<file path="config.mk">
export PLATFORM = sky130hd
export DESIGN_NAME = adc_serial_reader_flat
export DESIGN_NICKNAME = d
export VERILOG_FILES = /design/src/rtl/adc_serial_reader_pkg.sv /design/src/rtl/adc_serial_reader_if.sv /design/src/rtl/adc_serial_reader_sclk_gen.sv /design/src/rtl/adc_serial_reader.sv /design/src/flat_wrapper.sv
export SDC_FILE = /design/constraint.sdc
export NUM_CORES = 1
export LEC_CHECK = 0
export BUFFER_PORTS_ARGS = -buffer_cell sky130_fd_sc_hd__buf_2
export CORE_MARGIN = 2
export CORE_UTILIZATION = 55
export DETAILED_ROUTE_END_ITERATION = 7
export PLACE_DENSITY_LB_ADDON = 0.25
export RECOVER_POWER = 50
export SLEW_MARGIN = 20
export SYNTH_ARGS = -nofsm -noshare
export SYNTH_HDL_FRONTEND = slang
export SYNTH_HIERARCHICAL = 1
export SYNTH_SLANG_ARGS = --single-unit
</file>
<file path="constraint.sdc">
create_clock -name clk -period 3.2 [get_ports clk]
set_input_delay 0.16 -clock clk [delete_from_list [all_inputs] [get_ports clk]]
set_output_delay 0.16 -clock clk [all_outputs]
set_load 0.02 [all_outputs]
</file>
<file path="src/rtl/adc_serial_reader_pkg.sv">
// Shared definitions for the ADC serial reader: FSM state encoding,
// default timing constants and a counter-width helper.
package adc045_pkg;

    typedef enum logic [1:0] {
        ST_IDLE    = 2'd0,
        ST_CONVERT = 2'd1,
        ST_READ    = 2'd2,
        ST_DONE    = 2'd3
    } adc_state_e;

    localparam int DEF_FREQ_MHZ  = 50;
    localparam int DEF_CONV_US   = 1;
    localparam int DEF_DATA_BITS = 12;
    localparam int DEF_SCLK_DIV  = 2;

    // Width able to hold 0..max_val-1, never narrower than one bit.
    function automatic int cnt_width(input int max_val);
        return (max_val > 1) ? $clog2(max_val) : 1;
    endfunction

endpackage

</file>
<file path="src/rtl/adc_serial_reader_if.sv">
// Host and ADC-side signals of the serial reader; slave is the reader's view,
// master is the view of whatever drives requests and the ADC data line.
interface adc_serial_reader_if #(
    parameter int DATA_BITS = adc045_pkg::DEF_DATA_BITS
) ();

    logic                 start;
    logic                 abort;
    logic                 adc_sdo;
    logic                 adc_cnv;
    logic                 adc_sclk;
    logic [DATA_BITS-1:0] sample;
    logic                 sample_valid;
    logic                 busy;
    logic                 overrun;

    modport master (
        output start, abort, adc_sdo,
        input  adc_cnv, adc_sclk, sample, sample_valid, busy, overrun
    );

    modport slave (
        input  start, abort, adc_sdo,
        output adc_cnv, adc_sclk, sample, sample_valid, busy, overrun
    );

endinterface

</file>
<file path="src/rtl/adc_serial_reader_sclk_gen.sv">
// Serial clock generator: adc_sclk low/high for SCLK_DIV cycles each while enabled,
// plus a strobe on the clk edge that drives adc_sclk from 0 to 1.
module sclk_gen
    import adc045_pkg::*;
#(
    parameter int SCLK_DIV = DEF_SCLK_DIV
) (
    input  logic i_clk,
    input  logic i_rst_l,
    input  logic i_en,
    output logic o_sclk,
    output logic o_rise
);

    localparam int               DIV_W    = cnt_width(SCLK_DIV);
    localparam logic [DIV_W-1:0] DIV_LAST = DIV_W'(SCLK_DIV - 1);

    logic [DIV_W-1:0] r_div_cnt;
    logic             r_sclk;
    logic             w_phase_end;

    assign w_phase_end = i_en && (r_div_cnt == DIV_LAST);
    assign o_rise      = w_phase_end && !r_sclk;
    assign o_sclk      = r_sclk;

    // Half-period divider; dropping the enable parks sclk low immediately.
    always_ff @(posedge i_clk) begin
        if (!i_rst_l) begin
            r_div_cnt <= '0;
            r_sclk    <= 1'b0;
        end else if (!i_en) begin
            r_div_cnt <= '0;
            r_sclk    <= 1'b0;
        end else if (w_phase_end) begin
            r_div_cnt <= '0;
            r_sclk    <= ~r_sclk;
        end else begin
            r_div_cnt <= r_div_cnt + DIV_W'(1);
            r_sclk    <= r_sclk;
        end
    end

endmodule

</file>
<file path="src/rtl/adc_serial_reader.sv">
// Conversion + serial readout controller for an SPI-style ADC: pulses adc_cnv,
// clocks DATA_BITS bits out MSB first and presents the completed sample.
module adc_serial_reader
    import adc045_pkg::*;
#(
    parameter int FREQ_MHZ  = DEF_FREQ_MHZ,
    parameter int CONV_US   = DEF_CONV_US,
    parameter int DATA_BITS = DEF_DATA_BITS,
    parameter int SCLK_DIV  = DEF_SCLK_DIV
) (
    input  logic                clk,
    input  logic                rst_l,
    adc_serial_reader_if.slave  bus
);

    localparam int CONV_CYCLES = FREQ_MHZ * CONV_US;
    localparam int READ_CYCLES = 2 * SCLK_DIV * DATA_BITS;
    localparam int CNT_MAX     = (CONV_CYCLES > READ_CYCLES) ? CONV_CYCLES : READ_CYCLES;
    localparam int CNT_W       = cnt_width(CNT_MAX);
    localparam int BIT_W       = cnt_width(DATA_BITS + 1);

    localparam logic [CNT_W-1:0] CONV_LAST = CNT_W'(CONV_CYCLES - 1);
    localparam logic [CNT_W-1:0] READ_LAST = CNT_W'(READ_CYCLES - 1);
    localparam logic [BIT_W-1:0] BIT_FULL  = BIT_W'(DATA_BITS);

    adc_state_e           r_state;
    logic [CNT_W-1:0]     r_cnt;
    logic [BIT_W-1:0]     r_bit_cnt;
    logic [DATA_BITS-1:0] r_shift;
    logic [DATA_BITS-1:0] r_sample;
    logic                 r_cnv;
    logic                 r_sample_valid;
    logic                 r_busy;
    logic                 r_overrun;

    logic w_sclk_en;
    logic w_sclk;
    logic w_rise;

    // Gate with abort so sclk is already low on the cycle the FSM returns to IDLE.
    assign w_sclk_en = (r_state == ST_READ) && !bus.abort;

    sclk_gen #(
        .SCLK_DIV (SCLK_DIV)
    ) u_sclk_gen (
        .i_clk   (clk),
        .i_rst_l (rst_l),
        .i_en    (w_sclk_en),
        .o_sclk  (w_sclk),
        .o_rise  (w_rise)
    );

    // Transaction FSM with all host-visible outputs registered alongside the state.
    always_ff @(posedge clk) begin
        if (!rst_l) begin
            r_state        <= ST_IDLE;
            r_cnt          <= '0;
            r_bit_cnt      <= '0;
            r_shift        <= '0;
            r_sample       <= '0;
            r_cnv          <= 1'b0;
            r_sample_valid <= 1'b0;
            r_busy         <= 1'b0;
            r_overrun      <= 1'b0;
        end else begin
            r_overrun      <= bus.start && r_busy;
            r_sample_valid <= 1'b0;
            if (bus.abort) begin
                r_state   <= ST_IDLE;
                r_cnt     <= '0;
                r_bit_cnt <= '0;
                r_cnv     <= 1'b0;
                r_busy    <= 1'b0;
            end else begin
                case (r_state)
                    ST_IDLE: begin
                        if (bus.start) begin
                            r_state   <= ST_CONVERT;
                            r_cnt     <= '0;
                            r_bit_cnt <= '0;
                            r_shift   <= '0;
                            r_cnv     <= 1'b1;
                            r_busy    <= 1'b1;
                        end else begin
                            r_cnv     <= 1'b0;
                            r_busy    <= 1'b0;
                        end
                    end
                    ST_CONVERT: begin
                        if (r_cnt == CONV_LAST) begin
                            r_state <= ST_READ;
                            r_cnt   <= '0;
                            r_cnv   <= 1'b0;
                        end else begin
                            r_cnt   <= r_cnt + CNT_W'(1);
                        end
                    end
                    ST_READ: begin
                        // The last capture lands well before the final sclk period ends.
                        if (w_rise && (r_bit_cnt < BIT_FULL)) begin
                            r_shift   <= {r_shift[DATA_BITS-2:0], bus.adc_sdo};
                            r_bit_cnt <= r_bit_cnt + BIT_W'(1);
                        end else begin
                            r_shift   <= r_shift;
                        end
                        if (r_cnt == READ_LAST) begin
                            r_state        <= ST_DONE;
                            r_cnt          <= '0;
                            r_sample       <= r_shift;
                            r_sample_valid <= 1'b1;
                        end else begin
                            r_cnt          <= r_cnt + CNT_W'(1);
                        end
                    end
                    ST_DONE: begin
                        r_state   <= ST_IDLE;
                        r_bit_cnt <= '0;
                        r_busy    <= 1'b0;
                    end
                    default: begin
                        r_state <= ST_IDLE;
                        r_cnt   <= '0;
                        r_cnv   <= 1'b0;
                        r_busy  <= 1'b0;
                    end
                endcase
            end
        end
    end

    assign bus.adc_cnv      = r_cnv;
    assign bus.adc_sclk     = w_sclk;
    assign bus.sample       = r_sample;
    assign bus.sample_valid = r_sample_valid;
    assign bus.busy         = r_busy;
    assign bus.overrun      = r_overrun;

endmodule

</file>
<file path="src/flat_wrapper.sv">
// flat-port wrapper written by rule: the top's interface ports become plain ports
module adc_serial_reader_flat import adc045_pkg::*;
#(
    parameter int FREQ_MHZ  = DEF_FREQ_MHZ,
    parameter int CONV_US   = DEF_CONV_US,
    parameter int DATA_BITS = DEF_DATA_BITS,
    parameter int SCLK_DIV  = DEF_SCLK_DIV
)
  (clk, rst_l, bus_start, bus_abort, bus_adc_sdo, bus_adc_cnv, bus_adc_sclk, bus_sample, bus_sample_valid, bus_busy, bus_overrun);
  adc_serial_reader_if #(.DATA_BITS(DATA_BITS)) bus_i ();
  input  logic clk;
  input  logic rst_l;
  input wire logic [$bits(bus_i.start)-1:0] bus_start;
  input wire logic [$bits(bus_i.abort)-1:0] bus_abort;
  input wire logic [$bits(bus_i.adc_sdo)-1:0] bus_adc_sdo;
  output wire logic [$bits(bus_i.adc_cnv)-1:0] bus_adc_cnv;
  output wire logic [$bits(bus_i.adc_sclk)-1:0] bus_adc_sclk;
  output wire logic [$bits(bus_i.sample)-1:0] bus_sample;
  output wire logic [$bits(bus_i.sample_valid)-1:0] bus_sample_valid;
  output wire logic [$bits(bus_i.busy)-1:0] bus_busy;
  output wire logic [$bits(bus_i.overrun)-1:0] bus_overrun;
  assign bus_i.start = bus_start;
  assign bus_i.abort = bus_abort;
  assign bus_i.adc_sdo = bus_adc_sdo;
  assign bus_adc_cnv = bus_i.adc_cnv;
  assign bus_adc_sclk = bus_i.adc_sclk;
  assign bus_sample = bus_i.sample;
  assign bus_sample_valid = bus_i.sample_valid;
  assign bus_busy = bus_i.busy;
  assign bus_overrun = bus_i.overrun;
  adc_serial_reader #(.FREQ_MHZ(FREQ_MHZ), .CONV_US(CONV_US), .DATA_BITS(DATA_BITS), .SCLK_DIV(SCLK_DIV)) u_core (.clk(clk), .rst_l(rst_l), .bus(bus_i));
endmodule
</file>
# Yosys cells after proc, flatten, opt, wreduce, memory -nomap -nowiden
# Index checks and enable logic that the tools add are counted.
dict set report op_classes {
  n_reduce_logical 23
  n_lt_le_gt_ge 1
  add_sub_neg 3
  bitwise_logic 5
  n_mux 19
  n_eq_ne 9
}
# operator count
set op_table {}
lappend op_table {{$mux 12} 2}
lappend op_table {{$pmux 12 s2} 1}
lappend op_table {{$mux 6} 3}
lappend op_table {{$pmux 6 s3} 1}
lappend op_table {{$eq 6x6->1 const B} 2}
lappend op_table {{$pmux 4 s3} 1}
lappend op_table {{$reduce_and 3->1} 3}
lappend op_table {{$mux 4} 2}
lappend op_table {{$pmux 2 s4} 1}
lappend op_table {{$add 6x1->6 const B} 1}
lappend op_table {{$mux 2} 3}
lappend op_table {{$ne 2x2->1 const B} 3}
lappend op_table {{$reduce_and 2->1} 3}
lappend op_table {{$reduce_bool 2->1} 3}
lappend op_table {{$reduce_bool 3->1} 2}
lappend op_table {{$reduce_or 3->1} 2}
lappend op_table {{$logic_and 1x1->1} 5}
lappend op_table {{$not 1->1} 5}
lappend op_table {{$add 4x1->4 const B} 1}
lappend op_table {{$eq 2x2->1 const B} 2}
lappend op_table {{$lt 4x4->1 const B} 1}
lappend op_table {{$pmux 1 s2} 2}
lappend op_table {{$reduce_and 4->1} 1}
lappend op_table {{$mux 1} 3}
lappend op_table {{6 further kinds} 7}
dict set report word_totals {
  output_inout_bits 17
  inputBits 5
  ff_bits 42
  word_cells 71
}

# Logic depth before layout (Yosys ltp)
# Gate-level depths: netlist of run 1.
dict set report logic_depth {
  depth_word 7
  ltp_mapped 12
  ltp_nobuf 9
}

# By module
# The synthesis of run 1 kept the hierarchy.
# mod seq_area_each_um2 area_each_um2 n_inst cells_per_inst
set by_module_without_submodules {}
lappend by_module_without_submodules {adc_serial_reader 800.8 1836.8 1 190}
lappend by_module_without_submodules {sclk_gen 40.0 67.6 1 8}

# Worst setup path after synthesis of run 1
# No wires, ideal clock.
dict set report synth_path {
  path_type {reg2reg}
  startpoint {reg u_core.r_state[0]}
  endpoint {reg u_core.r_shift[10]}
  period_less_slack_ns 2.612
  n_path_buf 3
  setup_time_ns 0.116
  stages_incl_launch_ff 13
  arrival_time_ns 2.495
  setup_slack_ns 0.588
  required_ns 3.084
  path_cell_list {dfxtp_1 > inv_1 > ha_1 > clkbuf_1 > buf_2 > nor2b_1 > nand2_1 > nor2_1 > a21bo_2 > a2111o_1 > clkbuf_1 > nand2_1 > a21boi_1}
}
dict set report synth_between {
  elab_chain_cells 7
  elab_cells_between_ends 11
  cone_classes {3 x eq/ne; 1 x mux; 7 x reduce/logical}
}
# item line
set synth_lines {}
lappend synth_lines {{from (decl)} adc_serial_reader.sv:26} ;# adc_state_e r_state;
lappend synth_lines {{from (signal assigned)} adc_serial_reader.sv:56} ;# r_state <= ST_IDLE;
lappend synth_lines {{from (signal assigned)} adc_serial_reader.sv:69} ;# r_state <= ST_IDLE;
lappend synth_lines {{from (signal assigned)} adc_serial_reader.sv:78} ;# r_state <= ST_CONVERT;
lappend synth_lines {{$eq 2x2->1} adc_serial_reader.sv:41} ;# assign w_sclk_en = (r_state == ST_READ) && !bus.abort;
lappend synth_lines {{$logic_and 1x1->1} adc_serial_reader.sv:41}
lappend synth_lines {{named net u_core.w_sclk_en} adc_serial_reader.sv:36} ;# logic w_sclk_en;
lappend synth_lines {{$logic_and 1x1->1} adc_serial_reader_sclk_gen.sv:22} ;# assign w_phase_end = i_en && (r_div_cnt == DIV_LAST);
lappend synth_lines {{$logic_and 1x1->1} adc_serial_reader_sclk_gen.sv:23} ;# assign o_rise = w_phase_end && !r_sclk;
lappend synth_lines {{named net u_core.w_rise} adc_serial_reader.sv:38} ;# logic w_rise;
lappend synth_lines {{$logic_and 1x1->1} adc_serial_reader.sv:100} ;# if (w_rise && (r_bit_cnt < BIT_FULL)) begin
lappend synth_lines {{$ne 2x2->1 (no line)} --}
lappend synth_lines {{$reduce_and 4->1 (no line)} --}
lappend synth_lines {{to (signal assigned)} adc_serial_reader.sv:101} ;# r_shift <= {r_shift[DATA_BITS-2:0], bus.adc_sdo};
lappend synth_lines {{to (signal assigned)} adc_serial_reader.sv:104} ;# r_shift <= r_shift;
lappend synth_lines {{to (decl)} adc_serial_reader.sv:29} ;# logic [DATA_BITS-1:0] r_shift;
# The timed path passes the listed nets, and every way through them passes these cells.
# A chain may end at the register's enable or synchronous reset.

# Worst setup path in the final report of run 1
dict set report layout_path {
  startpoint {reg u_core.r_state[0]}
  endpoint {reg u_core.r_sample[8] (netlist: u_core/bus.sample[8])}
}
dict set report layout_between {
  elab_chain_cells 2
}
# item line
set layout_lines {}
lappend layout_lines {{$eq 2x2->1} adc_serial_reader.sv:75} ;# case (r_state)
lappend layout_lines {{$reduce_and 3->1 (no line)} --}
lappend layout_lines {{to (signal assigned)} adc_serial_reader.sv:109} ;# r_sample <= r_shift;
lappend layout_lines {{to (decl)} adc_serial_reader.sv:30} ;# logic [DATA_BITS-1:0] r_sample;
# No other way between the ends.

==> results of run 1 <==
## metrics by stage
step / power [uW] / setup WS (ns)
finish: 853 / 0.755
global route: 897 / 0.425
CTS: 866 / 0.920
detailed placement: 618 / 0.952
global placement: 615 / 1.05
floorplan: 601 / 0.588
## sequential cells by signal, indices dropped and copies added, names as in the netlist
signal / count
u_core/bus.busy: 1
u_core/bus.overrun: 1
u_core/bus.adc_cnv: 1
u_core/r_state: 2
u_core/r_bit_cnt: 4
u_core/u_sclk_gen/o_sclk: 1
u_core/u_sclk_gen/r_div_cnt: 1
u_core/r_cnt: 6
u_core/bus.sample: 12
u_core/r_shift: 12
u_core/bus.sample_valid: 1
## worst max path at each step
| stage | start | end | slack (ns) | cells after the start |
|---|---|---|---|---|
| final | u_core/r_state[0]$_SDFFE_PP0P_ | u_core/bus.sample[8]$_SDFFE_PN0P_ | 0.75 | 7 |
| after CTS | u_core/r_state[0]$_SDFFE_PP0P_ | u_core/r_shift[1]$_SDFFE_PN0P_ | 0.92 | 9 |
| after floorplan | u_core/r_state[0]$_SDFFE_PP0P_ | u_core/r_shift[10]$_SDFFE_PN0P_ | 0.59 | 12 |
| after global routing | u_core/r_state[0]$_SDFFE_PP0P_ | u_core/bus.sample[8]$_SDFFE_PN0P_ | 0.42 | 7 |
| after global placement | u_core/r_state[0]$_SDFFE_PP0P_ | u_core/r_shift[6]$_SDFFE_PN0P_ | 1.05 | 9 |
| after detailed placement | u_core/r_state[0]$_SDFFE_PP0P_ | u_core/r_shift[1]$_SDFFE_PN0P_ | 0.95 | 9 |
## power groups by stage
stage | sequential [uW] | combinational (uW) | clock [uW]
floorplan | 543 | 58.3 | 0
global placement | 541 | 73.3 | 0
detailed placement | 542 | 76.2 | 0
CTS | 530 | 76.7 | 259
global route | 531 | 83.0 | 283
finish | 530 | 75.1 | 248
## synth_stat cells (2+ instances only)
cell type / count
nand2b_1: 2
nand3_1: 15
nor2_1: 17
mux2i_1: 14
buf_2: 3
nor2b_1: 15
dfxtp_1: 42
a41oi_1: 2
xnor2_1: 5
nand2_1: 20
o31ai_1: 2
inv_1: 5
nor3b_1: 2
buf_4: 2
ha_1: 7
a21boi_1: 12
clkbuf_1: 4
a21oi_1: 6
## cells in the final DEF, fill, tap and decap left out, types with 2 or more instances in the layout
| cell | Yosys | layout |
|---|---|---|
| a21boi_1 | 12 | 12 |
| a21oi_1 | 6 | 6 |
| a41oi_1 | 2 | 2 |
| buf_2 | 3 | 4 |
| clkbuf_1 | 4 | 18 |
| clkbuf_4 | 0 | 5 |
| dfxtp_1 | 42 | 42 |
| ha_1 | 7 | 7 |
| inv_1 | 5 | 5 |
| mux2i_1 | 14 | 14 |
| nand2_1 | 20 | 20 |
| nand2b_1 | 2 | 2 |
| nand3_1 | 15 | 15 |
| nor2_1 | 17 | 17 |
| nor2b_1 | 15 | 15 |
| nor3b_1 | 2 | 2 |
| o31ai_1 | 2 | 2 |
| xnor2_1 | 5 | 5 |
## logic make-up (layout without fill, tap and decap cells)
logic type	Yosys count	after routing	synth area share
simple gates	79	79	0.219
flops	42	42	0.442
compound gates	34	34	0.147
mux	15	15	0.0795
buf+inv	15	34	0.0394
fa+ha+maj	7	7	0.0460
xor+xnor	6	6	0.0276
## layer usage
metal,track usage,wire [microns],vias up
li1,-,-,725
met1,0.224,1640,671
met2,0.331,1660,30
met3,0.0450,136,7
met4,0.0917,52,0
met5,0,0,-
## cell type report
cell class | instances | area, sq um
well taps | 46 | 57.6
inverters | 5 | 18.8
fillers | 325 | 1300
flip-flops and latches | 42 | 841
repair buffers | 23 | 92.6
clock buffers | 6 | 51.3
multi-input cells | 141 | 973
## critical path: cells and delay by family (launching register included)
family                     cells  cell delay, ns
and+or+nand+nor                2            0.35
DFF                            1            0.35
buffers and inverters          3            1.21
muxes                          1            0.28
adders and majority gates      1            0.16
==> run_results.csv, run 1 <==
group,metric,value,unit
run_status,status,"complete, no violations",
synth,async_reset_ff_frac,0,
synth,synth_top_area_cell,"dfxtp_1",
floorplanning,die_area,0.00395,sq mm
worst_setup_path,cpPeakStageDelay,0.69,ns
job,maxCapViolCount,0,
worst_setup_path,cp.arrival,2.68,ns
sta,rsz0062_at_grt,"no",
drt,drt-pass1-iter-count,4,
worst_setup_path,worstSetupStartpointType,"flip-flop",
worst_setup_path,critPathRequiredTime,3.43,ns
global_route,overflow,0,
synth,netlist_area,0.00190,sq mm
pwr,power_density,419,mW/mm^2
pwr,ir_worst_vdd,0.299,mV
pwr,power_switching,200,uW
clocking,htreeDepth,2,
worst_setup_path,r2r_slack,0.75,ns
sta,setup-tns-final,0,ns
worst_setup_path,cp_slowest_cell,"clkbuf_1",
hold_path,hp-class,"in2reg",
pwr,p_int,652,uW
floorplanning,fp.dieH,62.8,microns
worst_setup_path,cp_max_fo,23,
synth,ys_ff_latch,42,
layout,fin_area,0.00203,sq mm
worst_setup_path,endpoint_kind,"flip-flop",
drt,vias,1433,
global_route,grtUsageTotal,0.192,
synth,ys_seq_area_frac,0.442,
clocking,clkLatencyLatePin,0.34,ns
drt,wire_per_inst,13.2,microns
pwr,clockPowerShare,0.290,
global_route,grt_pass1_vias,1390,
pwr,p_leak,0.000713,uW
clocking,clockRootBuffer,"clkbuf_4",
floorplanning,start_util,0.571,
drt,final_antenna_net_count,0,
global_route,antenna_found_initial,0,
layout,drive_gt1_frac,0.0783,
hold_path,holdPathEnd,"u_core/r_shift[0]$_SDFFE_PN0P_",
layout,area_growth,6.83,%
synth,synth_cells,198,
sta,fin_crit,2.45,ns
hold_path,hold_depth,3,
synth,synth_top_area_share,0.442,
hold_path,worstHoldStart,"bus_adc_sdo",
synth,synth_area_per_cell,9.62,sq um
sta,fmax,409,MHz
drt,drtIter0Drc,49,
global_route,grt_start_max_net_pins,30,
synth,synth_edf_count,0,
clocking,cts.path.max_buffers,2,
synth,synthTopCellsByArea,"dfxtp_1 (44%), mux2i_1 (7.4%), nor2b_1 (4.9%)",
layout,nets,230,
clocking,postCtsSetupRepairBufs,0,
pwr,power_frac_comb,0.088,
placed_design,io_buffer_count,21,
placed_design,dp_hpwl,2.49,mm
pwr,p_seq_frac,0.621,
worst_setup_path,crit_chain,"inv_1 -> ha_1 -> clkbuf_2 -> nor4b_1 -> clkbuf_1 -> mux2i_1 -> nor2b_1",
worst_setup_path,reg2reg_depth,7,
layout,insertedDiodeCount,0,
floorplanning,fp-row-count,21,
worst_setup_path,crit_type,"reg2reg",
sta,fin_crit_sh,0.764,
sta,skew,0.00607,ns
sta,slew_viol_final,0,
worst_setup_path,r2r_end,"u_core/bus.sample[8]$_SDFFE_PN0P_",
sta,slew_headroom,0.425,
sta,whs,0.103,ns
layout,final_util,0.610,
drt,vias_per_cell,5.45,
placed_design,place_congestion,0.703,
sta,finalHoldViolCount,0,
floorplanning,ioPinCount,22,
worst_setup_path,r2r_start,"u_core/r_state[0]$_SDFFE_PP0P_",
clocking,postCtsHoldBufs,0,
clocking,cts_tree,"done",
clocking,cts_resized,0,
clocking,path_clk_slew,0.11,ns
synth,syn-num-nets,210,
synth,synth.distinct_cells,41,
pwr,switching_share,0.235,
sta,finalSetupViolations,0,
placed_design,place_area,0.00203,sq mm
drt,routed_wl,3.48,mm
floorplanning,die_x,62.8,microns
floorplanning,core-area,0.00334,sq mm
clocking,clock_sinks,42,
sta,worst_slew_pin_slew,0.863,ns
synth,ys_warn_count,6,
synth,synthFlopType,"dfxtp_1",
clocking,cts_buffers,5,
placed_design,dp.cells,257,
global_route,grt_pass1_wl,6.00,mm
drt,drcViolationCount,0,
layout,final_cells,263,
(Power assumes the default switching activity.)
==> run 2, diff against run 1 <==
--- a/config.mk
+++ b/config.mk
@@ -7,7 +7,7 @@
 export LEC_CHECK = 0
 export BUFFER_PORTS_ARGS = -buffer_cell sky130_fd_sc_hd__buf_2
 export CORE_MARGIN = 2
-export CORE_UTILIZATION = 55
+export CORE_UTILIZATION = 51
 export DETAILED_ROUTE_END_ITERATION = 7
 export PLACE_DENSITY_LB_ADDON = 0.25
 export RECOVER_POWER = 50
==> constraint.sdc (replaced) <==
create_clock -name clk -period 2.1 [get_ports clk]
set_input_delay 0.105 -clock clk [delete_from_list [all_inputs] [get_ports clk]]
set_output_delay 0.105 -clock clk [all_outputs]
set_load 0.02 [all_outputs]
==> run_results.csv, run 2 (same netlist as run 1, synthesis figures left out) <==
group,metric,value,unit
run_status,status,"complete, no violations",
clocking,cts_resized,0,
clocking,postCtsSetupRepairBufs,0,
pwr,clockPowerShare,0.352,
drt,drcViolationCount,0,
worst_setup_path,reg2reg_depth,9,
sta,whs,0.0918,ns
drt,vias,1436,
global_route,grt_pass1_vias,1320,
placed_design,io_buffer_count,21,
worst_setup_path,cpPeakStageDelay,0.43,ns
clocking,clkLatencyLatePin,0.29,ns
worst_setup_path,r2r_end,"u_core/r_bit_cnt[2]$_SDFFE_PP0P_",
layout,mostFrequentLayoutCell,"dfxtp_1",
pwr,p_int,1100,uW
sta,finalSetupViolations,0,
drt,vias_per_cell,5.38,
sta,rsz0062_at_grt,"no",
global_route,grt_start_max_net_pins,30,
hold_path,hp-class,"in2reg",
worst_setup_path,endpoint_kind,"flip-flop",
drt,final_antenna_net_count,0,
drt,wire_per_inst,13.1,microns
clocking,cts_buffers,5,
layout,layout_common_cells,"dfxtp_1 (40), nand2_1 (20), clkbuf_1 (17), nor2_1 (17), nand3_1 (15)",
global_route,antenna_found_initial,0,
sta,fin_crit,1.95,ns
sta,finalHoldViolCount,0,
layout,area_growth,10.9,%
job,maxCapViolCount,0,
worst_setup_path,cp_slowest_cell,"a211oi_2",
clocking,clockRootBuffer,"clkbuf_8",
clocking,cts.path.max_buffers,2,
worst_setup_path,crit_type,"reg2reg",
clocking,htreeDepth,2,
pwr,switching_share,0.232,
layout,nets,232,
placed_design,dp_hpwl,2.44,mm
sta,skew,0.00569,ns
pwr,power_switching,332,uW
floorplanning,fp-row-count,22,
pwr,power_density,679,mW/mm^2
sta,slew_viol_final,0,
worst_setup_path,crit_chain,"inv_2 -> ha_4 -> nor2b_4 -> nand2_1 -> nor2_1 -> a21bo_2 -> a211oi_2 -> a211oi_1 -> a31o_1",
drt,drt-pass1-iter-count,4,
sta,setup-tns-final,0,ns
worst_setup_path,cp.arrival,2.13,ns
layout,insertedDiodeCount,0,
global_route,grt_pass1_wl,5.82,mm
pwr,ir_worst_vdd,0.303,mV
worst_setup_path,r2r_slack,0.15,ns
floorplanning,start_util,0.524,
drt,drtIter0Drc,79,
clocking,postCtsHoldBufs,0,
pwr,p_seq_frac,0.564,
worst_setup_path,r2r_start,"u_core/r_state[0]$_SDFFE_PP0P_",
global_route,overflow,0,
global_route,grtUsageTotal,0.181,
floorplanning,core-area,0.00363,sq mm
hold_path,hold_depth,3,
sta,worst_slew_pin_slew,0.537,ns
drt,routed_wl,3.50,mm
floorplanning,fp.dieH,65.1,microns
clocking,path_clk_slew,0.07,ns
worst_setup_path,critPathRequiredTime,2.29,ns
floorplanning,die_area,0.00424,sq mm
sta,slew_headroom,0.639,
hold_path,holdPathEnd,"u_core/r_shift[0]$_SDFFE_PN0P_",
sta,fin_crit_sh,0.927,
sta,fmax,514,MHz
worst_setup_path,cp_max_fo,6,
worst_setup_path,worstSetupStartpointType,"flip-flop",
layout,drive_gt1_frac,0.114,
floorplanning,ioPinCount,22,
hold_path,worstHoldStart,"bus_adc_sdo",
pwr,p_leak,0.000710,uW
floorplanning,die_x,65.1,microns
pwr,power_frac_comb,0.084,
clocking,cts_tree,"done",
clocking,clock_sinks,42,
placed_design,place_congestion,0.780,
## run 2: cell count changes in the layout (fill, tap and decap cells not counted), moves of 2 or more
cell and delta:
clkbuf_8 +5, buf_4 +3, dfxtp_2 +2, clkbuf_4 -5
dfxtp_1 -2
## run 2: area by class of cell
type	count	area, sq um
Clock buffer	6	82.6
Fill cell	337	1520
Inverter	5	18.8
Multi-Input combinational cell	141	996
Sequential cell	42	843
Tap cell	48	60.1
Timing Repair Buffer	25	111
## run 2: per-layer routing
metal	GRT usage	vias to the layer above	part of all wire
met5	0	-	0
li1	-	732	-
met4	0.0964	0	0.018
met1	0.214	665	0.46
met3	0.0616	9	0.046
met2	0.291	30	0.47
## run 2: worst max-delay path, delay by kind of cell, from the launching register on
kind	cells	cell delay, ns
AOI/OAI and AO/OA	4	1.04
DFF	1	0.34
and+or+nand+nor	3	0.25
adders and majority gates	1	0.13
buffers and inverters	1	0.08
## run 2: worst max-delay path by stage
stage	to	slack, ns	depth (start not counted)	start
6_report	u_core/r_bit_cnt[2]$_SDFFE_PP0P_	0.15	9	u_core/r_state[0]$_SDFFE_PP0P_
5_1_grt	u_core/r_bit_cnt[2]$_SDFFE_PP0P_	0.007	9	u_core/r_state[0]$_SDFFE_PP0P_
4_1_cts	u_core/r_bit_cnt[2]$_SDFFE_PP0P_	0.14	9	u_core/r_state[0]$_SDFFE_PP0P_
3_5_place_dp	u_core/r_bit_cnt[2]$_SDFFE_PP0P_	0.15	9	u_core/r_state[0]$_SDFFE_PP0P_
3_3_place_gp	u_core/r_bit_cnt[2]$_SDFFE_PP0P_	0.24	9	u_core/r_state[0]$_SDFFE_PP0P_
2_1_floorplan	u_core/r_bit_cnt[2]$_SDFFE_PP0P_	-0.008	11	u_core/r_state[0]$_SDFFE_PP0P_
## run 2: per-stage QoR
stage	setup slack, ns	cells	util	cell area [sq um]	power (uW)
floorplan	-0.00757	198	-	1950	924
global placement	0.243	261	0.569	2070	944
detailed placement	0.152	261	0.569	2070	948
CTS	0.137	267	0.591	2150	1450
global route	0.00723	267	0.581	2110	1500
finish	0.154	267	0.581	2110	1430
## run 2: power groups by stage
stage	clock, uW	sequential [uW]	combinational [uW]
6_report	505	808	120
5_1_grt	555	809	132
4_1_cts	521	808	122
3_5_place_dp	0	827	121
3_3_place_gp	0	826	118
2_1_floorplan	0	829	95.4
